===== src/rtl/weight_rom_sequencer.sv =====
// weight_rom_sequencer: steps 64 weight ROM lanes through their 27 kernel weights once per output pixel
module weight_rom_sequencer #(
    parameter int NUM   = 64,
    parameter int ADDR  = 11,
    parameter int KSIZE = 27,
    parameter int PIX_W = 16
) (
    input  logic             clk,
    input  logic             rst,
    input  logic             start,
    input  logic [PIX_W-1:0] num_pixels,
    input  logic             ready,
    output logic [ADDR-1:0]  address [0:NUM-1],
    output logic             valid,
    output logic             first_k,
    output logic             last_k,
    output logic [PIX_W-1:0] pixel_idx,
    output logic             busy,
    output logic             done
);
    localparam int KW = KSIZE > 1 ? $clog2(KSIZE) : 1;
    localparam logic [KW-1:0] KLAST = KW'(KSIZE - 1);
    localparam logic [1:0] IDLE = 2'd0, RUN = 2'd1, DONE = 2'd2;
    logic [1:0] state, nstate;
    logic [KW-1:0] k, nk;
    logic [PIX_W-1:0] count, np;
    logic go, empty, acc, kend, fin, nvalid;
    if (NUM * KSIZE > 2 ** ADDR) begin : g_width_err
        $error("weight_rom_sequencer: NUM*KSIZE exceeds the ROM address space");
    end
    // next kernel index, pixel index and state; outputs are registered from these
    always_comb begin
        go = state == IDLE && start && num_pixels != '0;
        empty = state == IDLE && start && num_pixels == '0;
        acc = state == RUN && ready;
        kend = k == KLAST;
        fin = acc && kend && pixel_idx == count - PIX_W'(1);
        nvalid = go || (state == RUN && !fin);
        nk = go ? '0 : (acc && !fin) ? (kend ? '0 : k + KW'(1)) : k;
        np = go ? '0 : (acc && kend && !fin) ? pixel_idx + PIX_W'(1) : pixel_idx;
        nstate = go ? RUN : (empty || fin) ? DONE : state == DONE ? IDLE : state;
    end
    // sequencer state and beat qualifiers
    always_ff @(posedge clk) begin
        if (rst) begin
            state <= IDLE;
            k <= '0;
            count <= '0;
            pixel_idx <= '0;
            valid <= 1'b0;
            busy <= 1'b0;
            first_k <= 1'b0;
            last_k <= 1'b0;
            done <= 1'b0;
        end else begin
            state <= nstate;
            k <= nk;
            count <= go ? num_pixels : count;
            pixel_idx <= np;
            valid <= nvalid;
            busy <= nvalid;
            first_k <= nvalid && nk == '0;
            last_k <= nvalid && nk == KLAST;
            done <= empty || fin;
        end
    end
    for (genvar i = 0; i < NUM; i++) begin : g_lane
        localparam logic [ADDR-1:0] OFF = ADDR'(i * KSIZE);
        // lane address is its constant filter base plus the shared kernel index
        always_ff @(posedge clk) begin
            if (rst) address[i] <= '0;
            else address[i] <= OFF + ADDR'(nk);
        end
    end
endmodule


===== config.mk =====
export PLATFORM = sky130hd
export DESIGN_NAME = weight_rom_sequencer
export DESIGN_NICKNAME = d
export VERILOG_FILES = /design/src/rtl/weight_rom_sequencer.sv
export SDC_FILE = /design/constraint.sdc
export NUM_CORES = 1
export LEC_CHECK = 0
export CAP_MARGIN = 10
export CORE_AREA = 10 10 282 284
export DETAILED_ROUTE_END_ITERATION = 10
export DIE_AREA = 0 0 292 294
export GPL_TIMING_DRIVEN = 0
export PLACE_DENSITY_LB_ADDON = 0.2
export SLEW_MARGIN = 30
export SYNTH_ARGS = -nofsm -noshare
export SYNTH_HDL_FRONTEND = slang
export SYNTH_SLANG_ARGS = --single-unit

===== constraint.sdc =====
create_clock -name clk -period 4.4 [get_ports clk]
set_clock_uncertainty 0.15 [all_clocks]
set_input_delay 0.44 -clock clk [delete_from_list [all_inputs] [get_ports clk]]
set_output_delay 0.44 -clock clk [all_outputs]
set_load 0.05 [all_outputs]

-- Yosys cells after proc, flatten, opt, wreduce, memory -nomap -nowiden
Index checks and enable logic that the tools add are counted.
- bits in registers: 742
- input port bits: 20
- output and inout port bits: 725
- logic and storage cells: 171
- $add $sub $neg: 66
- eq/ne operators: 5
- muxes and demuxes: 6
- reduce and logical (&&, ||, !) cells: 21
- operators by type and width (cell ; number):
    $add 10x5->11 const A ; 19
    $add 11x5->11 const A ; 19
    $add 9x5->10 const A ; 9
    $add 10x6->11 const A ; 7
    $add 8x5->9 const A ; 5
    $add 16x1->16 const B ; 1
    $add 7x5->8 const A ; 2
    $eq 16x16->1 ; 1
    $logic_not 16->1 ; 1
    $reduce_bool 16->1 ; 1
    $sub 16x1->16 const B ; 1
    $mux 5 ; 3
    $logic_and 1x1->1 ; 11
    $eq 5x5->1 const B ; 2
    $add 6x5->7 const A ; 1
    $add 5x5->6 const A ; 1
    $add 5x1->5 const B ; 1
    $logic_not 5->1 ; 1
    $mux 2 ; 2
    $reduce_bool 3->1 ; 1
    $eq 2x1->1 const B ; 1
    $eq 2x2->1 const B ; 1
    $logic_not 2->1 ; 1
    $logic_or 1x1->1 ; 2
    other kinds (4) ; 4

-- Depth between registers and ports, before layout
Gate-level depths: netlist of run 1.
- word-level depth: 10
- depth in mapped cells: 20
- depth with buffers taken out: 15

-- Worst setup path after synthesis of run 1
OpenSTA, ideal clock, no wires.
- path kind: flip-flop to flip-flop
- from: reg count[0]
- to: reg address[279] (netlist bit)
- library setup time: 115 ps
- arrival: 4248 ps
- required time: 4135 ps
- path slack: -113 ps
- stages on the path, launching flop included: 21
- path buffers: 5
- clock period less this slack: 4513 ps
- cell sequence: dfxtp_1 buf_2 inv_1 ha_1 or4b_1 buf_2 or3_1 a2111o_1 a211oi_2 and4_1 o21ai_1 inv_2 buf_2 buf_2 ha_1 clkbuf_1 inv_1 o21ai_0 a41oi_1 xnor2_1 and2_1
- word-level cells in the longest chain between the ends: 8
- RTL lines (item ; RTL line ; text):
    from (decl) ; 26 ; logic [PIX_W-1:0] count, np;
    from (signal assigned) ; 58 ; count <= go ? num_pixels : count;
    $sub 16x1->16 ; 37 ; fin = acc && kend && pixel_idx == count - PIX_W'(1);
    $eq 16x16->1 ; 37 ;
    $logic_and 1x1->1 ; 37 ;
    $logic_not 1->1 ; 39 ; nk = go ? '0 : (acc && !fin) ? (kend ? '0 : k + KW'(1)) : k;
    $logic_and 1x1->1 ; 39 ;
    $mux 5 (2 in series) ; 39 ;
    net nk[3] ; 25 ; logic [KW-1:0] k, nk;
    $add 11x5->11 ; 72 ; else address[i] <= OFF + ADDR'(nk);
    to (signal, indexed assignment) ; 72 ;
    to (decl) ; 13 ; output logic [ADDR-1:0] address [0:NUM-1],
The timed path passes the listed nets, and every way through them passes these cells.
A chain may end at the register's enable or synchronous reset.

-- Worst setup path after layout of run 1
- from: reg count[5]
- to: reg address[446] (netlist bit)
- word-level cells in the longest chain between the ends: 8
- RTL lines (item ; RTL line):
    $sub 16x1->16 ; 37
    $eq 16x16->1 ; 37
    $logic_and 1x1->1 ; 37
    $logic_not 1->1 ; 39
    $logic_and 1x1->1 ; 39
    $mux 5 (2 in series) ; 39
    $add 10x5->11 ; 72
Every way passes these cells.

==> results.sh, run 1 <==
export IMPL_synthFlopType="dfxtp_1"
export IMPL_root_buffer="clkbuf_16"
export IMPL_die_w_um=292
export IMPL_antenna_found_initial=5
export IMPL_hold_path_end="count[12]$_SDFFE_PP0P_"
export IMPL_setup_violations=0
export IMPL_place_congestion=0.755
export IMPL_wl_per_cell_um=18.9
export IMPL_p_leak_uw=0.00912
export IMPL_grt_setup_unrepaired="yes"
export IMPL_num_vias=10400
export IMPL_relSlewSlack_pct=35.3
export IMPL_ir_drop_mv=0.256
export IMPL_clock_path_buffers=3
export IMPL_hold_path_class="input port to register"
export IMPL_grt_total_usage_pct=12.7
export IMPL_io_pins=745
export IMPL_cts_made_buffers=26
export IMPL_die_y_um=294
export IMPL_viasPerCell=3.37
export IMPL_cp_data_arrival_time_ps=4570
export IMPL_ys_top_cells_by_count="544 x buf_4, 202 x dfxtp_1, 77 x a21oi_1, 68 x nand2_1, 54 x nor2_1"
export IMPL_synth_cell_types=64
export IMPL_cp_end_kind="register"
export IMPL_fin_nets=2146
export IMPL_die_area_um2=85800
export IMPL_row_count=100
export IMPL_fmax_mhz=234
export IMPL_reg2reg_depth=14
export IMPL_path_clk_slew_ps=60
export IMPL_synth_warnings=0
export IMPL_r2r_setup_slack_ps=130
export IMPL_cap_violations=0
export IMPL_routed_wl_um=58400
export IMPL_ys_seq_area_share_pct=35.0
export IMPL_clock_sinks=202
export IMPL_grt_pass1_vias=10600
export IMPL_path_class="register to register"
export IMPL_synth_edf_count=0
export IMPL_fillers=7887
export IMPL_first_pass_iters=6
export IMPL_synthCells=1310
export IMPL_initial_core_util_pct=15.6
export IMPL_grt_pass1_wl_um=80000
export IMPL_fin_cells=3088
export IMPL_synth_most_common_cell="buf_4"
export IMPL_cts_tree="yes"
export IMPL_holdPathStages=3
export IMPL_syn_area_um2=11500
export IMPL_ant_nets=0
export IMPL_dp_hpwl_um=48700
export IMPL_seqCellArea_um2=4060
export IMPL_synthArstFlopShare_pct=0
export IMPL_p_per_area_nw_per_um2=302
export IMPL_drc=0
export IMPL_hp_start="num_pixels[12]"
export IMPL_multi_input_area_um2=3920
export IMPL_drv_slew=0
export IMPL_post_synth_top_area_fraction_pct=35.4
export IMPL_final_hold_viol_count=0
export IMPL_worst_slew_pin_slew_ps=971
export IMPL_insertion_delay_ps=570
export IMPL_crit_path_start_kind="register"
export IMPL_worstPathMaxFanout=12
export IMPL_h_tree_depth=1
export IMPL_period_minus_slack_ps=4270
export IMPL_total_power_uw=6220
export IMPL_required_ps=4700
export IMPL_drt_iter0_markers=374
export IMPL_yosys_top_cells_area="buf_4 35%, dfxtp_1 35%, a21oi_1 3.3%"
export IMPL_core_area_um2=73900
export IMPL_area_delta_synth_final_pct=78.4
export IMPL_drive_gt1_share_pct=32.3
export IMPL_holdBufCountCts=0
export IMPL_synth_seq_cells=202
export IMPL_placedCellCount=3023
export IMPL_status="completed"
export IMPL_min_period_over_period_pct=97.1
export IMPL_grt_start_max_net_pins=72
export IMPL_r2r_end="address[446]$_SDFF_PP0_"
export IMPL_worstReg2RegStart="count[5]$_SDFFE_PP0P_"
export IMPL_grt_overflow=0
export IMPL_synth_area_leader_cell="buf_4"
export IMPL_post_synth_cell_area_avg_um2=8.81
export IMPL_io_buffers=591
-- through the flow --
step / hold WS [ps] / setup WS (ps) / instance area [um2] / TNS, ps / util (%)
after floorplan: 312 / 32.0 / 12100 / 0 / -
after global placement: 341 / -1250 / 19200 / -75230 / 26.0
after detailed placement: 345 / -1320 / 19300 / -78800 / 26.1
after CTS: 297 / 2.50 / 20500 / 0 / 27.7
after global routing: 327 / -40.2 / 20600 / -68.7 / 27.8
final: 323 / 126 / 20600 / 0 / 27.8
-- report_power, final --
group          switching (uW)  internal (uW)  total (uW)
logic                    1380            719        2100
clock network             889           1270        2160
registers                69.2           1890        1950
-- logic make-up (layout without fill, tap and decap cells) --
logic type                 count (synthesis)  in the layout  share of synthesized area [%]
xor gates and xnor gates                  38             38                           3.00
other                                      1            154                         0.0325
adders and majority gates                 27             27                           2.93
AOI/OAI and AO/OA                        160            160                           8.52
DFF                                      202            202                           35.0
muxes                                     12             12                           1.11
buffers and inverters                    614           1270                           37.8
and+or+nand+nor                          256            256                           11.5
-- worst max path at each step --
stage | start | slack (ps) | end
after floorplan | count[0]$_SDFFE_PP0P_ | 30 | address[279]$_SDFF_PP0_
after global placement | address[694]$_SDFF_PP0_ | -1250 | address[279]$_SDFF_PP0_
after detailed placement | count[0]$_SDFFE_PP0P_ | -1320 | address[279]$_SDFF_PP0_
after CTS | count[0]$_SDFFE_PP0P_ | 3 | address[465]$_SDFF_PP0_
after global routing | count[5]$_SDFFE_PP0P_ | -40 | address[446]$_SDFF_PP0_
final | count[5]$_SDFFE_PP0P_ | 130 | address[446]$_SDFF_PP0_
-- layer usage --
metal	up-vias	wire [um]	part of all wire (%)	global-route usage [%]
li1	5170	-	-	-
met2	458	31000	53	24.4
met1	4712	20900	36	12.9
met4	4	996	1.7	2.35
met3	57	5510	9.4	4.97
met5	-	26	0.045	0
-- registers in the layout, indices dropped and copies added, names as in the netlist --
signal / count
last_k: 1
count: 16
address: 164
busy: 1
state: 2
first_k: 1
pixel_idx: 16
done: 1
-- worst max-delay path: stages, from the launching register on --
cell      delay [ps]
dfxtp_1          390
or3_1            390
clkbuf_1         210
or4_4            560
nor4_4           340
a211oi_4         100
and4_4           210
o21ai_4          230
buf_4            240
buf_4            240
ha_1             200
inv_1            110
ha_1             190
or2_2            350
a31oi_1          280
-- layout by cell type, fill, tap and decap left out, types with 5 or more instances in the layout --
cell and instances:
nor2_1 52, a21o_1 9, dfxtp_1 196, conb_1 153, mux2i_1 6, clkinv_2 8
xor2_1 11, inv_2 10, nand3_1 11, and2_1 19, o21ai_0 19, a31oi_1 15
xnor2_1 23, buf_4 562, clkbuf_16 27, and3_1 10, or2_2 6, nor3_1 10
nor2b_1 11, ha_1 20, a21oi_1 76, o21a_1 5, clkbuf_1 33, nor4_1 11
clkdlybuf4s50_1 591, nand2_1 68, nand4_1 10, inv_1 13, or3_1 14
-- cell type report --
| type | count | area share, % |
|---|---|---|
| timing repair buffer | 611 | 29.6 |
| buffer | 587 | 21.1 |
| sequential | 202 | 19.7 |
| multi-input combinational | 646 | 19.0 |
| tap | 969 | 5.89 |
| clock buffer | 33 | 3.48 |
| clock inverter | 14 | 0.705 |
| inverter | 25 | 0.462 |
| antenna | 1 | 0.0122 |
-- timing repair --
action | in CTS | in global routing
gates resized for setup | 58 | 17
endpoints found under the setup margin | 141 | 47
setup buffers | 12 | 7
pin swaps | 10 | 9
Note: power is estimated with default switching activity, not from simulation.
==> run 2: changes to the inputs <==
--- a/config.mk
+++ b/config.mk
@@ -5,10 +5,12 @@
 export SDC_FILE = /design/constraint.sdc
 export NUM_CORES = 1
 export LEC_CHECK = 0
-export CAP_MARGIN = 10
-export CORE_AREA = 10 10 282 284
+export CAP_MARGIN = 30
+export CELL_PAD_IN_SITES_DETAIL_PLACEMENT = 1
+export CELL_PAD_IN_SITES_GLOBAL_PLACEMENT = 1
+export CORE_AREA = 10 10 279 281
 export DETAILED_ROUTE_END_ITERATION = 10
-export DIE_AREA = 0 0 292 294
+export DIE_AREA = 0 0 289 291
 export GPL_TIMING_DRIVEN = 0
 export PLACE_DENSITY_LB_ADDON = 0.2
 export SLEW_MARGIN = 30
==> run 2 against run 1 <==
Via count grew 2.3%. Flip-flop and latch count is the same. Largest power group unchanged. First-iteration DRC count grew 17%. Wire length grew 5.1%. Final cell count shrank 0.39%. Clock-buffer cell count grew 1. Setup slack gained 4.2 ps. Maximum frequency is essentially flat. Register-to-register slack is essentially flat. Utilization grew 0.58 points.
==> results.sh, run 2 (synthesized netlist as in run 1, its figures left out) <==
export IMPL_worstPathMaxFanout=9
export IMPL_antenna_found_initial=2
export IMPL_crit_slowest_cell="a2111o_1"
export IMPL_path_delay_family="compound AO/OA/AOI/OAI gates"
export IMPL_final_cell_mix="591 x clkdlybuf4s50_1, 558 x buf_4, 197 x dfxtp_1, 153 x conb_1, 76 x a21oi_1"
export IMPL_holdPathStages=3
export IMPL_worstPathCellList="inv_1, ha_4, or4b_4, buf_6, or3_1, a2111o_1, a211oi_4, buf_6, nand4_1, o21ai_4, buf_6, buf_4, ha_2, a21o_4, mux2_2"
export IMPL_cpPeakStageDelay_ps=470
export IMPL_grt_start_max_net_pins=76
export IMPL_r2r_setup_slack_ps=130
export IMPL_r2r_end="address[355]$_SDFF_PP0_"
export IMPL_placed_area_um2=19300
export IMPL_initial_core_util_pct=16.0
export IMPL_num_vias=10600
export IMPL_reg2reg_depth=15
export IMPL_largest_register="address"
export IMPL_crit_path_start_kind="register"
export IMPL_crit_buf_inv=5
export IMPL_die_y_um=291
export IMPL_holdBufCountCts=0
export IMPL_io_pins=745
export IMPL_status="completed"
export IMPL_cp_data_arrival_time_ps=4540
export IMPL_io_buffers=591
export IMPL_clock_sinks=202
export IMPL_ir_drop_mv=0.141
export IMPL_drv_slew=0
export IMPL_first_pass_iters=4
export IMPL_min_period_over_period_pct=97.0
export IMPL_ant_nets=0
export IMPL_relSlewSlack_pct=32.7
export IMPL_drc=0
export IMPL_drive_gt1_share_pct=32.3
export IMPL_wl_per_cell_um=20.0
export IMPL_path_class="register to register"
export IMPL_fin_area_um2=20600
export IMPL_hp_start="num_pixels[15]"
export IMPL_final_setup_worst_slack_ps=130
export IMPL_cap_violations=0
export IMPL_h_tree_depth=1
export IMPL_viasPerCell=3.46
export IMPL_core_area_um2=72300
export IMPL_p_leak_uw=0.00910
export IMPL_crit_path_frequent_cell="buf_6"
export IMPL_die_w_um=289
export IMPL_place_congestion=0.771
export IMPL_hold_path_end="count[15]$_SDFFE_PP0P_"
export IMPL_cp_end_kind="register"
export IMPL_final_common_cell="clkdlybuf4s50_1"
export IMPL_reg_top3="address (164), count (16), pixel_idx (16)"
export IMPL_root_buffer="clkbuf_16"
export IMPL_fmax_mhz=234
export IMPL_cts_tree="yes"
export IMPL_grt_total_usage_pct=13.6
export IMPL_row_count=99
export IMPL_largest_reg_flops=164
export IMPL_worst_slew_pin_slew_ps=1010
export IMPL_setup_violations=0
export IMPL_final_hold_viol_count=0
export IMPL_grt_overflow=0
export IMPL_worstReg2RegStart="count[1]$_SDFFE_PP0P_"
export IMPL_postLayoutCoreUtil_pct=28.4
export IMPL_total_power_uw=6220
export IMPL_area_delta_synth_final_pct=78.2
export IMPL_clock_path_buffers=3
export IMPL_cts_made_buffers=25
export IMPL_die_area_um2=84100
export IMPL_grt_pass1_vias=11100
export IMPL_p_per_area_nw_per_um2=303
export IMPL_routed_wl_um=61400
export IMPL_hold_path_class="input port to register"
export IMPL_fin_nets=2145
export IMPL_drt_iter0_markers=436
export IMPL_dp_slack_ps=-1070
export IMPL_required_ps=4670
export IMPL_insertion_delay_ps=550
export IMPL_dp_hpwl_um=51200
export IMPL_path_clk_slew_ps=50
export IMPL_grt_pass1_wl_um=84100
export IMPL_period_minus_slack_ps=4270
export IMPL_holdWs_ps=352
## run 2: cell count changes in the layout (fill, tap and decap cells not counted), sizes merged
cell,change
clkinv,-4
buf,-2
inv,+1
bufinv,+1
clkbuf,+3
clkinvlp,-1
## run 2: final cells by class
class | count | area [um2]
plain buffers | 587 | 4350
repair buffers | 611 | 6100
inverters | 25 | 97.6
fillers | 8474 | 51800
diodes | 1 | 2.50
multi-input cells | 646 | 3910
well taps | 959 | 1200
clock buffers | 34 | 699
clock inverters | 11 | 153
flip-flops and latches | 202 | 4060
## run 2: where the power goes
group / switching (uW) / internal (uW) / total (uW)
Sequential: 68.7 / 1890 / 1950
Clock: 847 / 1300 / 2140
Combinational: 1410 / 719 / 2120
Total: 2320 / 3900 / 6220
## run 2: worst max path at each step
stage,start,end,slack [ps],cells after the start
6_report,count[1]$_SDFFE_PP0P_,address[355]$_SDFF_PP0_,130,15
5_1_grt,count[1]$_SDFFE_PP0P_,address[356]$_SDFF_PP0_,-10,17
4_1_cts,count[0]$_SDFFE_PP0P_,address[355]$_SDFF_PP0_,-5,16
3_5_place_dp,count[0]$_SDFFE_PP0P_,address[455]$_SDFF_PP0_,-1070,20
3_3_place_gp,count[0]$_SDFFE_PP0P_,address[465]$_SDFF_PP0_,-1100,15
2_1_floorplan,count[0]$_SDFFE_PP0P_,address[279]$_SDFF_PP0_,30,20
## run 2: layer usage
metal / global-route usage, % / part of all wire, % / vias to the layer above
met1: 14.6 / 38 / 5027
met5: 0 / 0.042 / -
li1: - / - / 5157
met3: 4.44 / 8.5 / 55
met2: 25.6 / 52 / 397
met4: 2.48 / 1.7 / 4
## run 2: metrics by stage
| stage | setup TNS [ps] | instances |
|---|---|---|
| 2_1_floorplan | 0 | 1462 |
| 3_3_place_gp | -102230 | 3012 |
| 3_5_place_dp | -76520 | 3013 |
| 4_1_cts | -5.98 | 3074 |
| 5_1_grt | -12.9 | 3075 |
| 6_report | 0 | 3076 |
## run 2: repair_timing
action / in CTS / in global routing
endpoints found under the setup margin: 141 / 53
cloned: 1 / 0
pin swaps: 7 / 6
resized for setup: 59 / 20
buffers inserted: 16 / 2
## run 2: worst reg2reg max path, delay by kind of cell (launching register included)
family,cells,cell delay [ps]
AOI/OAI and AO/OA,4,1180
and+or+nand+nor,3,980
buffers and inverters,5,770
adders and majority gates,2,370
DFF,1,350
muxes,1,350
==> patch: new RTL, config.mk and constraints of run 2 <==
Set the parameter `PIX_W` to 14 (it was 16).
--- a/src/rtl/weight_rom_sequencer.sv
+++ b/src/rtl/weight_rom_sequencer.sv
@@ -3,7 +3,7 @@
     parameter int NUM   = 64,
     parameter int ADDR  = 11,
     parameter int KSIZE = 27,
-    parameter int PIX_W = 16
+    parameter int PIX_W = 14
 ) (
     input  logic             clk,
     input  logic             rst,
Ports: changed (resized num_pixels and pixel_idx); port bits go from 745 to 741. No check against the original RTL was run, so the function may have changed too.
==> patch against run 2 <==
- combinational power decreased by 2%
- worst setup slack improved by 0.0069 ns
- total power is 8.0% lower
- critical path depth is 2 lower
- synthesized area is 2.4% lower
- highest routed layer is now met4
- critical path type unchanged
- critical endpoint is now address[422]$_SDFF_PP0_
- die area stayed put
- final area shrank 3.7%
- sequential cell count is 4 lower
- routed wire length shrank 1.3%
==> patch: results (changes against run 2) <==
Mean Syn Cell Area: 8.76 um^2 (-0.53%)
Num CTS Buffers: 17 (-32%)
Initial antenna violation count: 0 (-2)
Vias in the first global route: 10,754 (-3.1%)
Metal3 WL: 5170 um (-0.48%)
CP max-delay cell: or4_4
HPWL after DPL: 51,300 um (+0.29%)
Antenna diode count: 0 (-1)
Routability Congestion: 0.740 (-4.0%)
Placed cells: 2,985 (-0.93%)
Largest registers: address x164, count x14, pixel_idx x14
Clock Latency Late Sink: 0.50 ns (-0.05 ns)
Launch point of the critical path: count[0]$_SDFFE_PP0P_
Synth unique cells: 57 (-11%)
Final WS setup: 0.137 ns (+0.00688 ns)
First-pass GRT wire length: 82,200 um (-2.3%)
Max_slew headroom: 38.4% (+5.7 points)
Met3 GRT Util: 4.75% (+0.30 points)
Met2 usage: 26.4% (+0.82 points)
Metal-1 WL: 21,800 um (-6.5%)
Met2 wire length: 32,700 um (+2.9%)
CP Max Fanout: 6 (-3)
Layout cells sized above 1: 31.4% (-0.85 points)
Peak supply drop: 0.000207 V (+46%)
Setup WS pre-CTS: -1.61 ns (-0.536 ns)
Post-Route WL: 60,600 um (-1.3%)
Clock-pin slew on the worst setup and hold paths: 0.08 ns (+0.03 ns)
Hold WC Path Type: reg -> reg
Drt wl/cell: 20.1 um (+0.50%)
Worst EP arrival: 4.49 ns (-0.05 ns)
Hold path start: count[13]$_SDFFE_PP0P_
Seq/Total Area, Yosys: 35.2% (+0.16 points)
DRT iter0 DRCs: 464 (+6.4%)
Final #Nets: 2,094 (-2.4%)
I/O Buffers: 587 (-0.68%)
Top cells by area, synth: buf_4, dfxtp_1, a21oi_1
Status: finished, final reports clean
## patch: cell count changes after synthesis, moves of 8 or more
| cell | delta |
|---|---|
| nor2_1 | +24 |
| inv_1 | +11 |
| xnor2_1 | +12 |
| a21o_1 | -8 |
| or3_1 | -12 |
| mux2i_1 | +11 |
## patch: where the power goes
| group | switching (mW) | internal, mW | total (mW) |
|---|---|---|---|
| Combinational | 1.38 | 0.697 | 2.08 |
| Sequential | 0.0678 | 1.85 | 1.91 |
| Clock | 0.932 | 0.801 | 1.73 |
## patch: cell families (layout without fill, tap and decap cells)
group / after synthesis / count (layout) / synth area share [%]
other cells: 1 / 153 / 0.0333
mux: 17 / 17 / 1.51
fa+ha+maj: 27 / 27 / 3.00
compound gates: 139 / 139 / 7.68
buf+inv: 616 / 1241 / 38.8
xor+xnor: 43 / 43 / 3.34
flops: 198 / 198 / 35.2
simple gates: 244 / 244 / 10.4
## patch: cell type report
type	instances	area [um^2]
multi-input combinational	623	3620
clock inverter	15	215
inverter	30	118
fill	8491	52500
sequential	198	3980
buffer	581	4250
clock buffer	17	425
timing repair buffer	598	5990
tap	959	1200
## patch: critical path, delay by kind of cell, from the launching register on
| kind | cells | cell delay (ns) |
|---|---|---|
| AOI/OAI and AO/OA | 3 | 0.69 |
| DFF | 1 | 0.36 |
| and+or+nand+nor | 5 | 1.99 |
| buffers and inverters | 3 | 0.37 |
| adders and majority gates | 2 | 0.58 |
## patch: repair_timing
action | CTS | global route
pin swaps | 1 | 3
resized for setup | 26 | 16
endpoints found under the setup margin | 140 | 99
buffers inserted | 6 | 3
## patch: worst paths after layout
check	cells after the start	to
max	13	address[422]$_SDFF_PP0_
min	2	count[13]$_SDFFE_PP0P_
max reg2reg	13	address[422]$_SDFF_PP0_
min reg2reg	2	count[13]$_SDFFE_PP0P_
